**src/rtl/main_control_fsm.sv**
```systemverilog
// Multi-cycle MIPS-style main control FSM: Moore decode of state (and mem_ready)
// into datapath controls, plus a registered illegal-opcode pulse.
module main_control_fsm (
   input  logic       clk,
   input  logic       rst,
   input  logic [5:0] opcode,
   input  logic       mem_ready,
   output logic       pc_write,
   output logic       pc_write_cond,
   output logic       i_or_d,
   output logic       mem_read,
   output logic       mem_write,
   output logic       ir_write,
   output logic       mem_to_reg,
   output logic       reg_write,
   output logic       reg_dst,
   output logic       alu_src_a,
   output logic [1:0] pc_source,
   output logic [1:0] alu_src_b,
   output logic [1:0] alu_op,
   output logic [3:0] state,
   output logic       illegal_op
);

   typedef enum logic [3:0] {
      FETCH     = 4'd0,
      DECODE    = 4'd1,
      MEM_ADDR  = 4'd2,
      MEM_READ  = 4'd3,
      MEM_WB    = 4'd4,
      MEM_WRITE = 4'd5,
      EXECUTE   = 4'd6,
      R_WB      = 4'd7,
      BRANCH    = 4'd8,
      JUMP      = 4'd9,
      ADDI_EXEC = 4'd10,
      ADDI_WB   = 4'd11
   } state_t;

   localparam logic [5:0] OP_RTYPE = 6'h00;
   localparam logic [5:0] OP_LW    = 6'h23;
   localparam logic [5:0] OP_SW    = 6'h2B;
   localparam logic [5:0] OP_BEQ   = 6'h04;
   localparam logic [5:0] OP_J     = 6'h02;
   localparam logic [5:0] OP_ADDI  = 6'h08;

   state_t cur_state;
   state_t eff_state;
   logic   illegal_q;

   always_ff @(posedge clk) begin
      if (rst) begin
         cur_state <= FETCH;
         illegal_q <= 1'b0;
      end else begin
         illegal_q <= 1'b0;
         case (cur_state)
            FETCH:     if (mem_ready) cur_state <= DECODE;
            DECODE: begin
               case (opcode)
                  OP_RTYPE:     cur_state <= EXECUTE;
                  OP_LW, OP_SW: cur_state <= MEM_ADDR;
                  OP_BEQ:       cur_state <= BRANCH;
                  OP_J:         cur_state <= JUMP;
                  OP_ADDI:      cur_state <= ADDI_EXEC;
                  default: begin
                     cur_state <= FETCH;
                     illegal_q <= 1'b1;
                  end
               endcase
            end
            MEM_ADDR:  cur_state <= (opcode == OP_LW) ? MEM_READ : MEM_WRITE;
            MEM_READ:  if (mem_ready) cur_state <= MEM_WB;
            MEM_WRITE: if (mem_ready) cur_state <= FETCH;
            EXECUTE:   cur_state <= R_WB;
            ADDI_EXEC: cur_state <= ADDI_WB;
            default:   cur_state <= FETCH;
         endcase
      end
   end

   // While reset is held the outputs look like FETCH regardless of the register.
   assign eff_state  = rst ? FETCH : cur_state;
   assign state      = eff_state;
   assign illegal_op = illegal_q & ~rst;

   always_comb begin
      pc_write      = 1'b0;
      pc_write_cond = 1'b0;
      i_or_d        = 1'b0;
      mem_read      = 1'b0;
      mem_write     = 1'b0;
      ir_write      = 1'b0;
      mem_to_reg    = 1'b0;
      reg_write     = 1'b0;
      reg_dst       = 1'b0;
      alu_src_a     = 1'b0;
      pc_source     = 2'b00;
      alu_src_b     = 2'b00;
      alu_op        = 2'b00;
      case (eff_state)
         FETCH: begin
            mem_read  = 1'b1;
            alu_src_b = 2'b01;
            ir_write  = mem_ready;
            pc_write  = mem_ready;
         end
         DECODE:    alu_src_b = 2'b11;
         MEM_ADDR: begin
            alu_src_a = 1'b1;
            alu_src_b = 2'b10;
         end
         MEM_READ: begin
            mem_read = 1'b1;
            i_or_d   = 1'b1;
         end
         MEM_WB: begin
            reg_write  = 1'b1;
            mem_to_reg = 1'b1;
         end
         MEM_WRITE: begin
            mem_write = 1'b1;
            i_or_d    = 1'b1;
         end
         EXECUTE: begin
            alu_src_a = 1'b1;
            alu_op    = 2'b10;
         end
         R_WB: begin
            reg_write = 1'b1;
            reg_dst   = 1'b1;
         end
         BRANCH: begin
            alu_src_a     = 1'b1;
            alu_op        = 2'b01;
            pc_write_cond = 1'b1;
            pc_source     = 2'b01;
         end
         JUMP: begin
            pc_write  = 1'b1;
            pc_source = 2'b10;
         end
         ADDI_EXEC: begin
            alu_src_a = 1'b1;
            alu_src_b = 2'b10;
         end
         ADDI_WB:   reg_write = 1'b1;
         default: ;
      endcase
   end

endmodule
```
**config.mk**
```make
export PLATFORM = sky130hd
export DESIGN_NAME = main_control_fsm
export DESIGN_NICKNAME = d
export VERILOG_FILES = /design/src/rtl/main_control_fsm.sv
export SDC_FILE = /design/constraint.sdc
export NUM_CORES = 1
export LEC_CHECK = 0
export ABC_AREA = 1
export ABC_CLOCK_PERIOD_IN_PS = 2900
export CORE_MARGIN = 2
export CORE_UTILIZATION = 39
export DETAILED_ROUTE_END_ITERATION = 8
export PLACE_DENSITY = 0.82
export SYNTH_ARGS = -nofsm -noshare
export SYNTH_HDL_FRONTEND = slang
export SYNTH_SLANG_ARGS = --single-unit
```
**constraint.sdc**
```tcl
create_clock -name clk -period 2.9 [get_ports clk]
set_clock_uncertainty 0.05 [all_clocks]
set_input_delay 0.435 -clock clk [delete_from_list [all_inputs] [get_ports clk]]
set_output_delay 0.435 -clock clk [all_outputs]
set_load 0.005 [all_outputs]
```
# [Word level (Yosys, flattened, before mapping)]
# Index checks and enable logic that the tools add are counted.
[classes] bitwise_logic=3 n_eq_ne=25 n_mux=21 n_reduce_logical=12
[ops] op="case mux 4 bit (7 select lines)" n=1
[ops] op="equality test 4 x 3 -> 1 bit (second input constant)" n=6
[ops] op="equality test 4 bit (second input constant)" n=5
[ops] op="case mux 4 bit (5 select lines)" n=1
[ops] op="equality test 4 x 2 -> 1 bit (second input constant)" n=4
[ops] op="two-way mux 4 bit" n=4
[ops] op="equality test 6 bit (second input constant)" n=2
[ops] op="two-way mux 1 bit" n=10
[ops] op="OR reduction 2 bit" n=5
[ops] op="equality test 4 x 1 -> 1 bit (second input constant)" n=2
[ops] op="zero test 4 bit" n=2
[ops] op="case mux 2 bit (2 select lines)" n=2
[ops] op="equality test 6 x 2 -> 1 bit (second input constant)" n=1
[ops] op="equality test 6 x 3 -> 1 bit (second input constant)" n=1
[ops] op="equality test 6 x 4 -> 1 bit (second input constant)" n=1
[ops] op="zero test 6 bit" n=1
[ops] op="!= test 2 bit (second input constant)" n=3
[ops] op="case mux 2 bit (3 select lines)" n=1
[ops] op="OR reduction 6 bit" n=1
[ops] op="OR reduction 4 bit" n=1
[ops] op="two-way mux 3 bit" n=1
[ops] op="AND reduction 3 bit" n=1
[ops] op="OR reduction 3 bit" n=1
[ops] op="inverter 1 bit" n=2
[ops] op="other kinds (2)" n=2
[totals] regBits=5 out_inout_bits=21 wordCells=63

# [Logic depth before layout (Yosys ltp)]
[depth] ltp_word=4 depth_mapped=8

# [Least setup slack after synthesis]
# Ideal clock, no wire load.
[synth_timing] kind="input port to output port" start="input rst" end="output reg_write" n_path_buf=1 slack_ps=1318 stages=6 required_time_ps=2415 arrival_time_ps=1097 path_cell_list="buf_2 nor2_2 nand2_1 nor2_2 nor2_1 o21ai_1"
[synth_via] elab_chain_cells=4 elab_cells_between_ends=6 classes_between="eq/ne: 3; mux: 2; reduce/logical: 1"
[synth_rtl] item="from (decl)" line_no="5" text="input logic rst,"
[synth_rtl] item="two-way mux 4 bit *" line_no="83" text="assign eff_state = rst ? FETCH : cur_state;"
[synth_rtl] item="net state[1]" line_no="21" text="output logic [3:0] state,"
[synth_rtl] item="equality test 4 x 3 -> 1 bit or equality test 4 bit (tied branches)" line_no="101" text="case (eff_state)"
[synth_rtl] item="OR reduction 3 bit (no line) *"
[synth_rtl] item="two-way mux 1 bit *" line_no="101"
[synth_rtl] item="to (decl)" line_no="15" text="output logic reg_write,"
# The timed path passes the listed nets; every way through them passes the cells marked *.

# [Worst setup path in the final report]
[layout_timing] start="input rst" end="output pc_write"
[layout_via] elab_chain_cells=3 elab_cells_between_ends=4 classes_between="eq/ne: 1; mux: 2; reduce/logical: 1"
[layout_rtl] item="two-way mux 4 bit *" line_no="83"
[layout_rtl] item="equality test 4 bit or zero test 4 bit (tied branches)" line_no="101"
[layout_rtl] item="case mux 1 bit (2 select lines) *" line_no="101"
[layout_rtl] item="to (decl)" line_no="8" text="output logic pc_write,"
# Mark *: on every way between the ends. The rest lies on a longest branch, timed or not.

==> results.json <==
{
  "status": "finished, final reports clean",
  "die_h_um": 44.0,
  "drt_pass1_iterations": 4,
  "clock-root-buffer": "clkbuf_4",
  "cts_resized": 0,
  "clockPowerShare_pct": 31.7,
  "synth_area_um2": 624,
  "cts.sinks": 5,
  "layout_min_cycle_time_ns": 2.58,
  "num-fill-cells": 158,
  "sw_frac_of_total_pct": 31.7,
  "synth_fa_ha_area_share_pct": 0,
  "hold_class": "reg -> reg",
  "coreArea_mm2": 0.00151,
  "rows": 14,
  "rsz0062_at_grt": "no",
  "via_count": 759,
  "r2r_start": "cur_state[0]",
  "crit_top_cell": "clkdlybuf4s50_1",
  "drive_gt1_share_pct": 20.3,
  "drc": 0,
  "antenna_left": 0,
  "antenna_found_initial": 0,
  "mostFrequentLayoutCells": "clkdlybuf4s50_1, nand2_1, nor2_1, inv_1, nand3_1",
  "ioPinCount": 30,
  "synth_top_family_by_area": "simple AND/OR/NAND/NOR gates",
  "muxShareOfSynthArea_pct": 0,
  "grt_pass1_vias": 699,
  "grt_overflow": 0,
  "post-route-period-util_pct": 88.9,
  "numCtsBuffers": 3,
  "pwr-share-seq_pct": 32.6,
  "cts_setup_buffers": 0,
  "setup-tns-final_ns": 0,
  "grt_start_max_net_pins": 9,
  "grt_usage_pct": 18.3,
  "io_buffers": 29,
  "synth_xor_area_share_pct": 0,
  "area_growth_pct": 51.9,
  "routedWlPerCell_um": 9.88,
  "grt_pass1_wl_mm": 2.75,
  "wl_mm": 1.57,
  "slew_headroom_pct": 74.8,
  "die_w_um": 44.0,
  "via_per_inst": 4.77,
  "hold_violations": 0,
  "postCtsHoldBufs": 0,
  "worstMarginPinSlew_ns": 0.377,
  "cts_tree": "done",
  "cap_violations": 0,
  "place.gp.congestion": 0.837,
  "path_clk_slew_ns": 0.04,
  "r2r_cells": 6,
  "initial_core_util_pct": 41.4,
  "synth-compound-area-share_pct": 8.02,
  "reg2reg_to": "illegal_q",
  "max_freq_ghz": 0.388,
  "hold_end": "cur_state[0]",
  "endpoint_kind": "primary output",
  "worstPathArrival_ns": 2.09,
  "nNetsFinal": 153,
  "first_iter_violations": 7,
  "netlist_instances": 112,
  "finalNonFillerCells": 159,
  "p_leak_uw": 0.000441,
  "diodes": 0,
  "synthesis.nets": 121,
  "dp_hpwl_mm": 1.42,
  "ys_warn_count": 0,
  "cp_max_fo": 8,
  "slew_viol_final": 0,
  "required_ns": 2.41,
  "ys_seq_elements": 5,
  "cp_slowest_cell": "clkdlybuf4s50_1",
  "hold_depth": 3,
  "startpoint_type": "input port",
  "worst_path_largest_cell_delay_ns": 0.59,
  "p_comb_share_pct": 35.7,
  "hold_path.startpoint": "cur_state[0]",
  "place_inst": 155,
  "ir_drop_mv": 0.350,
  "dieArea_mm2": 0.00194,
  "synth_simple_gate_area_share_pct": 62.3,
  "syn_avg_cell_area_um2": 5.57,
  "cp_cell_sequence": "clkdlybuf4s50_1, nor2_2, nand2_2, o22ai_1, clkdlybuf4s50_1",
  "p_per_area_mw_per_mm2": 255,
  "setup_viol": 0,
  "regToRegSetupSlack_ns": 1.68,
  "cts_htree_levels": 1,
  "clk_latency_ns": 0.23,
  "synth_cell_types": 20,
  "final_common_cell": "clkdlybuf4s50_1",
  "synth-seq-area-share_pct": 16.0,
  "switchingPower_uw": 76.4,
  "clockBufferDepth": 2,
  "crit_type": "in -> out",
  "p_int_uw": 165
}
[sequential cells by signal, indices dropped and copies added, names as in the netlist]
signal,count
cur_state,4
illegal_q,1
[power groups by stage]
stage	sequential [uW]	clock [uW]	combinational, uW
finish	78.7	76.6	86.2
global route	79.3	85.9	97.4
CTS	78.7	79.9	86.9
detailed placement	79.9	0	86.6
global placement	80.0	0	85.1
floorplan	78.8	0	47.9
[kinds of logic (layout without fill, tap and decap cells)]
family | after synthesis | after routing
DFF | 5 | 5
and+or+nand+nor | 77 | 77
AOI/OAI and AO/OA | 9 | 9
buffers and inverters | 21 | 52
[stage by stage]
stage / hold WS (ns) / util, % / instance area [um2] / power, uW / worst slack [ns]
2_1_floorplan: 0.506 / - / 624 / 127 / 1.32
3_3_place_gp: 0.570 / 61.2 / 922 / 165 / 0.324
3_5_place_dp: 0.570 / 61.2 / 922 / 166 / 0.310
4_1_cts: 0.578 / 63.0 / 948 / 245 / 0.303
5_1_grt: 0.649 / 63.0 / 948 / 263 / 0.199
6_report: 0.569 / 63.0 / 948 / 241 / 0.321
[cell usage after synthesis]
library cell  number  area share [%]
nor2_4             5             9.0
nand3_2            2             3.2
o21a_1             1             1.2
inv_2              4             2.4
nor3_1             1            0.80
nor2_1            18              11
nand2_1           27              16
inv_1             14             8.4
nor2_2             7             7.0
nand2_2            7             7.0
nand4_1            1             1.0
buf_4              1             1.2
o21ai_0            2             1.6
clkinv_2           1            0.80
a21oi_1            2             1.6
buf_2              1            0.80
nand3_1            9             7.2
o22ai_1            2             2.0
o21ai_1            2             1.6
dfxtp_1            5              16
[worst max-delay path by stage]
stage	cells after the start	slack [ns]	endpoint	start
2_1_floorplan	6	1.32	reg_write	rst
3_3_place_gp	7	0.32	reg_write	rst
3_5_place_dp	7	0.31	reg_write	rst
4_1_cts	7	0.30	reg_write	rst
5_1_grt	7	0.20	alu_src_a	rst
6_report	5	0.32	pc_write	rst
[routing by layer]
metal / share of wire, % / up-vias / routed length [um] / GRT usage [%]
li1: - / 408 / - / -
met1: 40 / 316 / 626 / 20.0
met2: 52 / 33 / 816 / 35.6
met3: 7.0 / 2 / 110 / 1.63
met4: 1.2 / 0 / 19 / 7.27
met5: 0 / - / 0 / 0
[area by class of cell]
cell class              instances  area [um2]  share of cell area [%]
multi-input cells              86         439                    46.3
repair buffers                 29         290                    30.6
flip-flops and latches          5         100                    10.6
inverters                      19        72.6                    7.65
clock buffers                   4        26.3                    2.77
well taps                      16        20.0                    2.11
[worst max-delay path: cells and delay by family]
kind                   cells  cell delay [ns]
and+or+nand+nor            2             0.32
buffers and inverters      2             1.13
AOI/OAI and AO/OA          1             0.20
Note: power is estimated with default switching activity, not from simulation.
